$ cat config.mk
export PLATFORM = sky130hd
export DESIGN_NAME = instr_encoder_flat
export DESIGN_NICKNAME = d
export VERILOG_FILES = /design/src/rtl/instr_encoder_pkg.sv /design/src/rtl/instr_encoder_if.sv /design/src/rtl/instr_encoder_pack.sv /design/src/rtl/instr_encoder.sv /design/src/flat_wrapper.sv
export SDC_FILE = /design/constraint.sdc
export NUM_CORES = 1
export LEC_CHECK = 0
export ABC_CLOCK_PERIOD_IN_PS = 5300
export CAP_MARGIN = 10
export CORE_AREA = 3 3 82 84
export DETAILED_ROUTE_END_ITERATION = 6
export DIE_AREA = 0 0 85 87
export GPL_TIMING_DRIVEN = 0
export PLACE_DENSITY = 0.86
export SLEW_MARGIN = 20
export SYNTH_ARGS = -nofsm -noshare
export SYNTH_HDL_FRONTEND = slang
export SYNTH_SLANG_ARGS = --single-unit
$ cat constraint.sdc
create_clock -name clk_i -period 5.3 [get_ports clk_i]
set_clock_uncertainty 0.05 [all_clocks]
set_input_delay 1.06 -clock clk_i [delete_from_list [all_inputs] [get_ports clk_i]]
set_output_delay 1.06 -clock clk_i [all_outputs]
set_load 0.01 [all_outputs]
$ cat src/rtl/instr_encoder_pkg.sv
// rtl/instr_encoder_pkg.sv - RV32I opcode types, funct3 codes, NOP word and encoder FSM states
package instr_encoder_pkg;

    typedef enum logic [4:0] {
        LOADTYPE   = 5'b00000,
        OPIMM      = 5'b00100,
        AUIPC      = 5'b00101,
        SAVETYPE   = 5'b01000,
        OP         = 5'b01100,
        LUI        = 5'b01101,
        BRANCHTYPE = 5'b11000,
        JALR       = 5'b11001,
        JAL        = 5'b11011
    } op_type_e;

    localparam logic [2:0] F3_ADD_SUB = 3'b000;
    localparam logic [2:0] F3_SLL     = 3'b001;
    localparam logic [2:0] F3_SRL_SRA = 3'b101;

    localparam logic [31:0] NOP_WORD = 32'h0000_0013;

    typedef enum logic [1:0] {
        ST_IDLE = 2'd0,
        ST_RUN  = 2'd1,
        ST_DONE = 2'd2
    } state_e;

    // True when v is representable as a two's-complement value of the given width.
    function automatic logic fits_signed(input logic [31:0] v, input int unsigned bits);
        logic [31:0] hi;
        hi = $signed(v) >>> (bits - 1);
        return (hi == '0) || (hi == '1);
    endfunction

endpackage

$ cat src/rtl/instr_encoder_if.sv
// rtl/instr_encoder_if.sv - structured-instruction beat stream into the encoder
interface instr_encoder_if;
    logic        Valid_i;
    logic        Ready_o;
    logic        Last_i;
    logic [4:0]  Type_i;
    logic [2:0]  Function3_i;
    logic        Alt_i;
    logic [4:0]  Rd_i;
    logic [4:0]  Rs1_i;
    logic [4:0]  Rs2_i;
    logic [31:0] Imm_i;

    modport master (
        output Valid_i, Last_i, Type_i, Function3_i, Alt_i, Rd_i, Rs1_i, Rs2_i, Imm_i,
        input  Ready_o
    );

    modport slave (
        input  Valid_i, Last_i, Type_i, Function3_i, Alt_i, Rd_i, Rs1_i, Rs2_i, Imm_i,
        output Ready_o
    );
endinterface

$ cat src/rtl/instr_encoder_pack.sv
// rtl/instr_encoder_pack.sv - combinational RV32I field packer; INSTR_ENC_IMM_CHECK_EN adds immediate range checks
module instr_pack
    import instr_encoder_pkg::*;
(
    input  logic [4:0]  type_sel,
    input  logic [2:0]  funct3,
    input  logic        alt,
    input  logic [4:0]  rd,
    input  logic [4:0]  rs1,
    input  logic [4:0]  rs2,
    input  logic [31:0] imm,
    output logic [31:0] word,
    output logic        err
);
    logic [6:0]  opc;
    logic [31:0] enc;
    logic        bad_enc;
    logic        is_shift;

    assign opc      = {type_sel, 2'b11};
    assign is_shift = (type_sel == OPIMM) && ((funct3 == F3_SLL) || (funct3 == F3_SRL_SRA));

    always_comb begin
        enc     = NOP_WORD;
        bad_enc = 1'b0;
        case (type_sel)
            LUI, AUIPC: enc = {imm[31:12], rd, opc};
            JAL:        enc = {imm[20], imm[10:1], imm[11], imm[19:12], rd, opc};
            JALR, LOADTYPE: enc = {imm[11:0], rs1, funct3, rd, opc};
            SAVETYPE:   enc = {imm[11:5], rs2, rs1, funct3, imm[4:0], opc};
            BRANCHTYPE: enc = {imm[12], imm[10:5], rs2, rs1, funct3, imm[4:1], imm[11], opc};
            OPIMM: begin
                if (is_shift) begin
                    enc     = {1'b0, alt, 5'b0, imm[4:0], rs1, funct3, rd, opc};
                    bad_enc = alt && (funct3 != F3_SRL_SRA);
                end else begin
                    enc     = {imm[11:0], rs1, funct3, rd, opc};
                    bad_enc = alt;
                end
            end
            OP: begin
                enc     = {1'b0, alt, 5'b0, rs2, rs1, funct3, rd, opc};
                bad_enc = alt && (funct3 != F3_ADD_SUB) && (funct3 != F3_SRL_SRA);
            end
            default: bad_enc = 1'b1;
        endcase
    end

`ifdef INSTR_ENC_IMM_CHECK_EN
    logic bad_imm;

    always_comb begin
        bad_imm = 1'b0;
        case (type_sel)
            LUI, AUIPC:               bad_imm = (imm[11:0] != 12'h000);
            JAL:                      bad_imm = !fits_signed(imm, 21) || imm[0];
            BRANCHTYPE:               bad_imm = !fits_signed(imm, 13) || imm[0];
            SAVETYPE, LOADTYPE, JALR: bad_imm = !fits_signed(imm, 12);
            OPIMM:                    bad_imm = is_shift ? (imm[31:5] != '0) : !fits_signed(imm, 12);
            default:                  bad_imm = 1'b0;
        endcase
    end

    assign err = bad_enc || bad_imm;
`else
    assign err = bad_enc;
`endif

    assign word = err ? NOP_WORD : enc;

endmodule

$ cat src/rtl/instr_encoder.sv
// rtl/instr_encoder.sv - session FSM, IMEM write pointer/counter and registered write port
module instr_encoder
    import instr_encoder_pkg::*;
#(
    parameter int ADDR_W    = 8,
    parameter int BASE_ADDR = 0
) (
    input  logic              clk_i,
    input  logic              rst_n_i,
    input  logic              Start_i,
    instr_encoder_if.slave    beat,
    output logic              ImemWe_o,
    output logic [ADDR_W-1:0] ImemAddr_o,
    output logic [31:0]       ImemWdata_o,
    output logic [ADDR_W:0]   Count_o,
    output logic              Busy_o,
    output logic              Done_o,
    output logic              Err_o
);
    localparam logic [ADDR_W:0]   DEPTH      = {1'b1, {ADDR_W{1'b0}}};
    localparam logic [ADDR_W:0]   LAST_COUNT = DEPTH - 1'b1;
    localparam logic [ADDR_W-1:0] BASE       = BASE_ADDR[ADDR_W-1:0];

    state_e            state, state_nxt;
    logic [ADDR_W-1:0] ptr;
    logic              accept;
    logic              start_session;
    logic [31:0]       pack_word;
    logic              pack_err;

    instr_pack u_pack (
        .type_sel (beat.Type_i),
        .funct3   (beat.Function3_i),
        .alt      (beat.Alt_i),
        .rd       (beat.Rd_i),
        .rs1      (beat.Rs1_i),
        .rs2      (beat.Rs2_i),
        .imm      (beat.Imm_i),
        .word     (pack_word),
        .err      (pack_err)
    );

    assign accept        = beat.Valid_i && beat.Ready_o;
    assign start_session = Start_i && (state != ST_RUN);

    always_ff @(posedge clk_i) begin
        if (!rst_n_i) begin
            state <= ST_IDLE;
        end else begin
            state <= state_nxt;
        end
    end

    always_comb begin
        state_nxt = state;
        case (state)
            ST_IDLE, ST_DONE: if (Start_i) state_nxt = ST_RUN;
            ST_RUN: if (accept && (beat.Last_i || (Count_o == LAST_COUNT))) state_nxt = ST_DONE;
            default: state_nxt = ST_IDLE;
        endcase
    end

    always_comb begin
        Busy_o       = (state == ST_RUN);
        Done_o       = (state == ST_DONE);
        beat.Ready_o = (state == ST_RUN) && (Count_o < DEPTH);
    end

    // Ready_o drops at DEPTH, so Count_o can never step past it.
    always_ff @(posedge clk_i) begin
        if (!rst_n_i) begin
            ImemWe_o    <= 1'b0;
            ImemAddr_o  <= BASE;
            ImemWdata_o <= '0;
            Count_o     <= '0;
            Err_o       <= 1'b0;
            ptr         <= BASE;
        end else begin
            ImemWe_o <= accept;
            if (start_session) begin
                ptr     <= BASE;
                Count_o <= '0;
                Err_o   <= 1'b0;
            end else if (accept) begin
                ImemAddr_o  <= ptr;
                ImemWdata_o <= pack_word;
                ptr         <= ptr + 1'b1;
                Count_o     <= Count_o + 1'b1;
                Err_o       <= Err_o || pack_err;
            end
        end
    end

endmodule

$ cat src/flat_wrapper.sv
// flat-port wrapper written by rule: the top's interface ports become plain ports
module instr_encoder_flat import instr_encoder_pkg::*;
#(
    parameter int ADDR_W    = 8,
    parameter int BASE_ADDR = 0
)
  (clk_i, rst_n_i, Start_i, ImemWe_o, ImemAddr_o, ImemWdata_o, Count_o, Busy_o, Done_o, Err_o, beat_Valid_i, beat_Last_i, beat_Type_i, beat_Function3_i, beat_Alt_i, beat_Rd_i, beat_Rs1_i, beat_Rs2_i, beat_Imm_i, beat_Ready_o);
  instr_encoder_if beat_i ();
  input  logic clk_i;
  input  logic rst_n_i;
  input  logic Start_i;
  output logic ImemWe_o;
  output logic [ADDR_W-1:0] ImemAddr_o;
  output logic [31:0] ImemWdata_o;
  output logic [ADDR_W:0] Count_o;
  output logic Busy_o;
  output logic Done_o;
  output logic Err_o;
  input wire logic [$bits(beat_i.Valid_i)-1:0] beat_Valid_i;
  input wire logic [$bits(beat_i.Last_i)-1:0] beat_Last_i;
  input wire logic [$bits(beat_i.Type_i)-1:0] beat_Type_i;
  input wire logic [$bits(beat_i.Function3_i)-1:0] beat_Function3_i;
  input wire logic [$bits(beat_i.Alt_i)-1:0] beat_Alt_i;
  input wire logic [$bits(beat_i.Rd_i)-1:0] beat_Rd_i;
  input wire logic [$bits(beat_i.Rs1_i)-1:0] beat_Rs1_i;
  input wire logic [$bits(beat_i.Rs2_i)-1:0] beat_Rs2_i;
  input wire logic [$bits(beat_i.Imm_i)-1:0] beat_Imm_i;
  output wire logic [$bits(beat_i.Ready_o)-1:0] beat_Ready_o;
  assign beat_i.Valid_i = beat_Valid_i;
  assign beat_i.Last_i = beat_Last_i;
  assign beat_i.Type_i = beat_Type_i;
  assign beat_i.Function3_i = beat_Function3_i;
  assign beat_i.Alt_i = beat_Alt_i;
  assign beat_i.Rd_i = beat_Rd_i;
  assign beat_i.Rs1_i = beat_Rs1_i;
  assign beat_i.Rs2_i = beat_Rs2_i;
  assign beat_i.Imm_i = beat_Imm_i;
  assign beat_Ready_o = beat_i.Ready_o;
  instr_encoder #(.ADDR_W(ADDR_W), .BASE_ADDR(BASE_ADDR)) u_core (.clk_i(clk_i), .rst_n_i(rst_n_i), .Start_i(Start_i), .beat(beat_i), .ImemWe_o(ImemWe_o), .ImemAddr_o(ImemAddr_o), .ImemWdata_o(ImemWdata_o), .Count_o(Count_o), .Busy_o(Busy_o), .Done_o(Done_o), .Err_o(Err_o));
endmodule
==> results.ini, run 1 <==
[yosys]
synth.distinct_cells = 48
avgSynthCellArea_um2 = 8.51
synth_area_um2 = 2730
synth-main-ff-cell = dfxtp_1
ys_ff_latch = 60
syn-num-nets = 385
yosysWarnings = 0
synth-seq-area-share_pct = 44.0
async_reset_ff_share_pct = 0
netlist_instances = 321
synth_edf_count = 0

[grt]
grt.total_usage_pct = 23.4
antenna_found_initial = 0
grtUsageMet1_pct = 28.5
grt_pass1_wl_um = 13800
grt_use_met3_pct = 4.73
grt_max_degree = 13
grt.busiest_layer = met2
overflow = 0
grt_pass1_vias = 2867
grt_use_met2_pct = 40.0

[sta]
finalHoldViolCount = 0
fin_crit_ps = 3030
holdWs_ps = 408
fmax_mhz = 331
rsz0062_at_grt = false
setup_viol = 0
period_share_pct = 57.1
max_slew_margin_pct = 44.6
tightest_slew_ps = 825
finalMaxSlewViolations = 0
fin_tns_setup_ps = 0

[detailed_routing]
routed_via_density = 5.65
wire_per_inst_um = 16.9
totalWireLength_um = 8860
vias = 2961
drcViolationCount = 0
ant_nets = 0
dr.pass1.iters = 6
drt_iter0_markers = 272

[clock_tree]
clockBufferDepth = 2
cts_buffers = 9
clkTransAtPathRegs_ps = 70
clock_sinks = 60
clock_latency_ps = 340
h-tree-depth = 3
cts_hold_buffers = 0
cts_root_buf = clkbuf_8
post_cts_buffers = 0
cts_tree = built
ctsResizeCount = 0

[placement]
numPortBuffers = 112
gp_congestion = 0.888
hpwl_um = 6540

[die]
die_x_um = 85
pin_count = 115
core-area_um2 = 5990
fp.dieH_um = 87
dieArea_um2 = 7400
initial_core_util_pct = 45.6
num_rows = 28

[critical_path]
worstSetupPathType = input pin to flop
timing.critical_path.from = beat_Type_i[1]
crit_path_end = u_core.ImemWdata_o[24]$_SDFFE_PN0P_
critPathCaptureType = flop
path_delay_family = buffers and inverters
slowest_delay_ps = 440
ff2ff_setup_slack_ps = 3350
cp.arrival_ps = 3190
reg2reg_from = u_core.Count_o[8]$_SDFFE_PP0P_
reg2regPathDepth = 6
r2r_end = u_core.ImemAddr_o[6]$_SDFFE_PN0P_
critical_path_buf_inv_count = 3
critPathSlowestCell = clkdlybuf4s50_1
worstPathMaxFanout = 10
required_ps = 5460
cp_cell_sequence = clkdlybuf4s50_1, buf_6, nor2_1, nand4b_1, o22ai_1, nand2b_1, buf_2, o21ai_1
cp.depth = 8
start_kind = input pin

[pwr]
ir_worst_vdd_uv = 186
powerDensity_nw_per_um2 = 245
switching_share_pct = 26.7
p_leak_nw = 1.44
seqPwrFrac_pct = 45.1
combPwrFrac_pct = 13.5
p_clk_share_pct = 41.5
power_switching_mw = 0.271
p_int_mw = 0.746

[run_status]
outcome = completed

[cells_and_area]
final_nets = 508
drive_gt1_share_pct = 8.69
fill_cells = 457
final_common_cell = clkdlybuf4s50_1
syn_to_final_growth_pct = 51.7
seq_area_um2 = 1200
multiInputGateArea_um2 = 1390
mostFrequentLayoutCells = 112 x clkdlybuf4s50_1, 60 x dfxtp_1, 57 x nand2_1, 30 x nor2_1, 19 x a21oi_1
utilization_pct = 69.2
antenna_cells = 0

[worst_hold_path]
min_path_cells = 2
min_path_type = flop to flop

[run]
drv_cap = 0

-- power by group through the flow --
stage | logic, mW | clock network (mW) | registers [mW]
finish | 0.137 | 0.422 | 0.458
global route | 0.148 | 0.435 | 0.459
CTS | 0.136 | 0.419 | 0.458
detailed placement | 0.134 | 0 | 0.469
global placement | 0.131 | 0 | 0.469
floorplan | 0.0583 | 0 | 0.470
-- final cells by class --
type / instances / share of cell area, %
multi-input cells: 233 / 33.4
flip-flops and latches: 60 / 29.0
repair buffers: 112 / 27.0
clock buffers: 9 / 2.99
plain buffers: 22 / 2.96
well taps: 75 / 2.26
clock inverters: 7 / 1.81
inverters: 6 / 0.543
-- layer usage --
| metal | part of all wire [%] | vias to the layer above |
|---|---|---|
| met5 | 0 | - |
| met4 | 2.7 | 0 |
| met3 | 7.8 | 24 |
| li1 | - | 1399 |
| met1 | 39 | 1400 |
| met2 | 50 | 138 |
-- registers in the layout (all words and copies together) (netlist names) --
name / cells
u_core.state: 2
u_core.ptr: 8
u_core.ImemAddr_o: 8
u_core.Count_o: 9
u_core.Err_o: 1
u_core.ImemWdata_o: 31
u_core.ImemWe_o: 1
-- worst min path at each step --
stage	slack, ps	endpoint	from
global placement	390	u_core.ImemWdata_o[14]$_SDFFE_PN0P_	u_core.ImemWdata_o[14]$_SDFFE_PN0P_
finish	410	u_core.ImemWdata_o[14]$_SDFFE_PN0P_	u_core.ImemWdata_o[14]$_SDFFE_PN0P_
CTS	410	u_core.ImemWdata_o[23]$_SDFFE_PN0P_	u_core.ImemWdata_o[23]$_SDFFE_PN0P_
floorplan	390	u_core.ImemAddr_o[7]$_SDFFE_PN0P_	u_core.ptr[7]$_SDFFE_PP0P_
global route	420	u_core.ImemWdata_o[14]$_SDFFE_PN0P_	u_core.ImemWdata_o[14]$_SDFFE_PN0P_
detailed placement	390	u_core.ImemWdata_o[6]$_SDFFE_PN0P_	u_core.ImemWdata_o[6]$_SDFFE_PN0P_
-- synthesized netlist by cell type, drive strengths merged, types with 3 or more instances --
cell type / n / area (um2)
and3: 3 / 18.8
a211oi: 5 / 37.5
nand2: 57 / 214
o21ai: 20 / 100
nand2b: 4 / 25.0
nor2: 30 / 113
xor2: 9 / 78.8
a22oi: 13 / 97.6
a21oi: 19 / 95.1
xnor2: 3 / 26.3
dfxtp: 60 / 1200
nor2b: 5 / 31.3
o31ai: 7 / 67.6
a222oi: 9 / 90.1
a221oi: 4 / 41.3
buf: 14 / 92.6
nand4: 6 / 37.5
or3: 3 / 18.8
inv: 5 / 18.8
clkbuf: 8 / 30.0
ha: 3 / 37.5
nand3: 10 / 50.1
-- worst register-to-register path: cells and delay by family (launching register included) --
family | cells | cell delay [ps]
compound gates | 1 | 160
simple gates | 2 | 260
flops | 1 | 440
buf+inv | 3 | 970
-- cell families after synthesis --
family,after synthesis,share of synthesized area (%)
compound gates,87,22.8
xor+xnor,12,3.85
fa+ha+maj,3,1.37
buf+inv,28,5.31
flops,60,44.0
mux,1,0.366
simple gates,130,22.4
-- metrics by stage --
stage                     total power [mW]  area, um2  setup WS [ps]  cells
after floorplan                      0.528       2730           2850    321
after global placement               0.600       3950           2020    508
after detailed placement             0.603       3950           2020    508
after CTS                             1.01       4150           2360    524
after global routing                  1.04       4150           2150    524
final                                 1.02       4150           2270    524
Note: power is estimated with default switching activity, not from simulation.
==> inputs of run 2 (changes only) <==
Settings changed: ABC_CLOCK_PERIOD_IN_PS 5300 to 2700, CORE_AREA 3 3 82 84 to 3 3 89 91, DIE_AREA 0 0 85 87 to 0 0 92 94, PLACE_DENSITY 0.86 to 0.78.
Clock period 5.3 ns to 2.7 ns, I/O delays scaled along.
==> results.ini, run 2 (same netlist as run 1, synthesis figures left out) <==
[critical_path]
critPathCaptureType = flop
path_delay_family = compound AO/OA/AOI/OAI gates
worstSetupPathType = input pin to flop
worstPathMaxFanout = 10
start_kind = input pin
required_ps = 2900
critPathSlowestCell = o32ai_2
slowest_delay_ps = 570
cp_cell_sequence = clkdlybuf4s50_1, buf_2, or2_1, a21boi_1, o32ai_2, a22oi_1, o31ai_2
critical_path_buf_inv_count = 2
ff2ff_setup_slack_ps = 660
cp.arrival_ps = 2680

[pwr]
p_leak_nw = 1.43
powerDensity_nw_per_um2 = 453
ir_worst_vdd_uv = 298

[die]
initial_core_util_pct = 37.9
core-area_um2 = 7210
die_x_um = 92
pin_count = 115
fp.dieH_um = 94
dieArea_um2 = 8650
num_rows = 31

[cells_and_area]
syn_to_final_growth_pct = 52.0
utilization_pct = 57.6
regMostFlops = u_core.ImemWdata_o
top_regs = u_core.ImemWdata_o: 31 flops, u_core.Count_o: 9 flops
design_area_um2 = 4150
fill_cells = 667
antenna_cells = 0
final_nets = 508
largest_reg_flops = 31
final_common_cell = clkdlybuf4s50_1
mostFrequentLayoutCells = 112 x clkdlybuf4s50_1, 60 x dfxtp_1, 57 x nand2_1, 30 x nor2_1, 19 x a21oi_1
drive_gt1_share_pct = 8.69

[clock_tree]
h-tree-depth = 3
post_cts_buffers = 0
cts_root_buf = clkbuf_8
ctsResizeCount = 0
clock_sinks = 60
clockBufferDepth = 2
cts_buffers = 9
clock_latency_ps = 340
cts_tree = built
clkTransAtPathRegs_ps = 70
cts_hold_buffers = 0

[run_status]
outcome = completed

[sta]
rsz0062_at_grt = false
max_slew_margin_pct = 55.8
fmax_mhz = 404
setup_viol = 0
tightest_slew_ps = 663
holdWs_ps = 399
period_share_pct = 91.7
finalHoldViolCount = 0
finalMaxSlewViolations = 0
fin_crit_ps = 2480

[grt]
overflow = 0
antenna_found_initial = 0
grt_pass1_vias = 2898
grt_pass1_wl_um = 14200
grt_max_degree = 13
grt.total_usage_pct = 20.6

[placement]
numPortBuffers = 112
gp_congestion = 0.893
post_dp_cell_area_um2 = 3980
hpwl_um = 6860

[detailed_routing]
drcViolationCount = 0
wire_per_inst_um = 16.2
vias = 2910
drt_iter0_markers = 145
dr.pass1.iters = 6
totalWireLength_um = 8870
ant_nets = 0
routed_via_density = 5.31

[worst_hold_path]
min_path_type = flop to flop

[run]
drv_cap = 0

## run 2: per-stage QoR
stage	TNS [ps]	power (mW)	std cells	setup WS (ps)
5_1_grt	0	1.96	548	64.2
4_1_cts	0	1.89	548	256
3_5_place_dp	-930	1.19	532	-100
3_3_place_gp	-825	1.18	532	-75.2
6_report	0	1.88	548	225
2_1_floorplan	0	1.04	321	768
## run 2: worst min-delay path: stages (launching register included)
cell and delay (ps):
dfxtp_1 310, nand2_1 50, o21ai_1 50
## run 2: path summary, 6_finish.rpt
| path | endpoint | from | depth (start not counted) |
|---|---|---|---|
| worst max-delay path | u_core.ImemWdata_o[29]$_SDFFE_PN0P_ | beat_Type_i[4] | 7 |
| worst min-delay path | u_core.ImemWdata_o[16]$_SDFFE_PN0P_ | u_core.ImemWdata_o[16]$_SDFFE_PN0P_ | 2 |
| worst max register to register | u_core.ImemWdata_o[25]$_SDFFE_PN0P_ | u_core.Count_o[8]$_SDFFE_PP0P_ | 6 |
| worst min register to register | u_core.ImemWdata_o[16]$_SDFFE_PN0P_ | u_core.ImemWdata_o[16]$_SDFFE_PN0P_ | 2 |
## run 2: area by class of cell
class / instances / area [um2] / share of cell area [%]
Clock buffer: 9 / 124 / 2.98
Multi-Input combinational cell: 233 / 1390 / 33.4
Clock inverter: 7 / 52.6 / 1.27
Inverter: 6 / 22.5 / 0.542
Buffer: 22 / 123 / 2.95
Tap cell: 99 / 124 / 2.98
Timing Repair Buffer: 112 / 1120 / 27.0
Sequential cell: 60 / 1200 / 28.9
## run 2: where the power goes
group	total [mW]	internal, mW	switching (mW)
registers	0.901	0.894	0.00703
logic	0.271	0.140	0.130
clock network	0.710	0.335	0.375
total	1.88	1.37	0.513
## run 2: metal layers
metal	global-route usage [%]	part of all wire [%]
met1	25.0	41
met5	0	0
met3	3.61	6.3
met2	34.3	49
met4	11.9	3.5
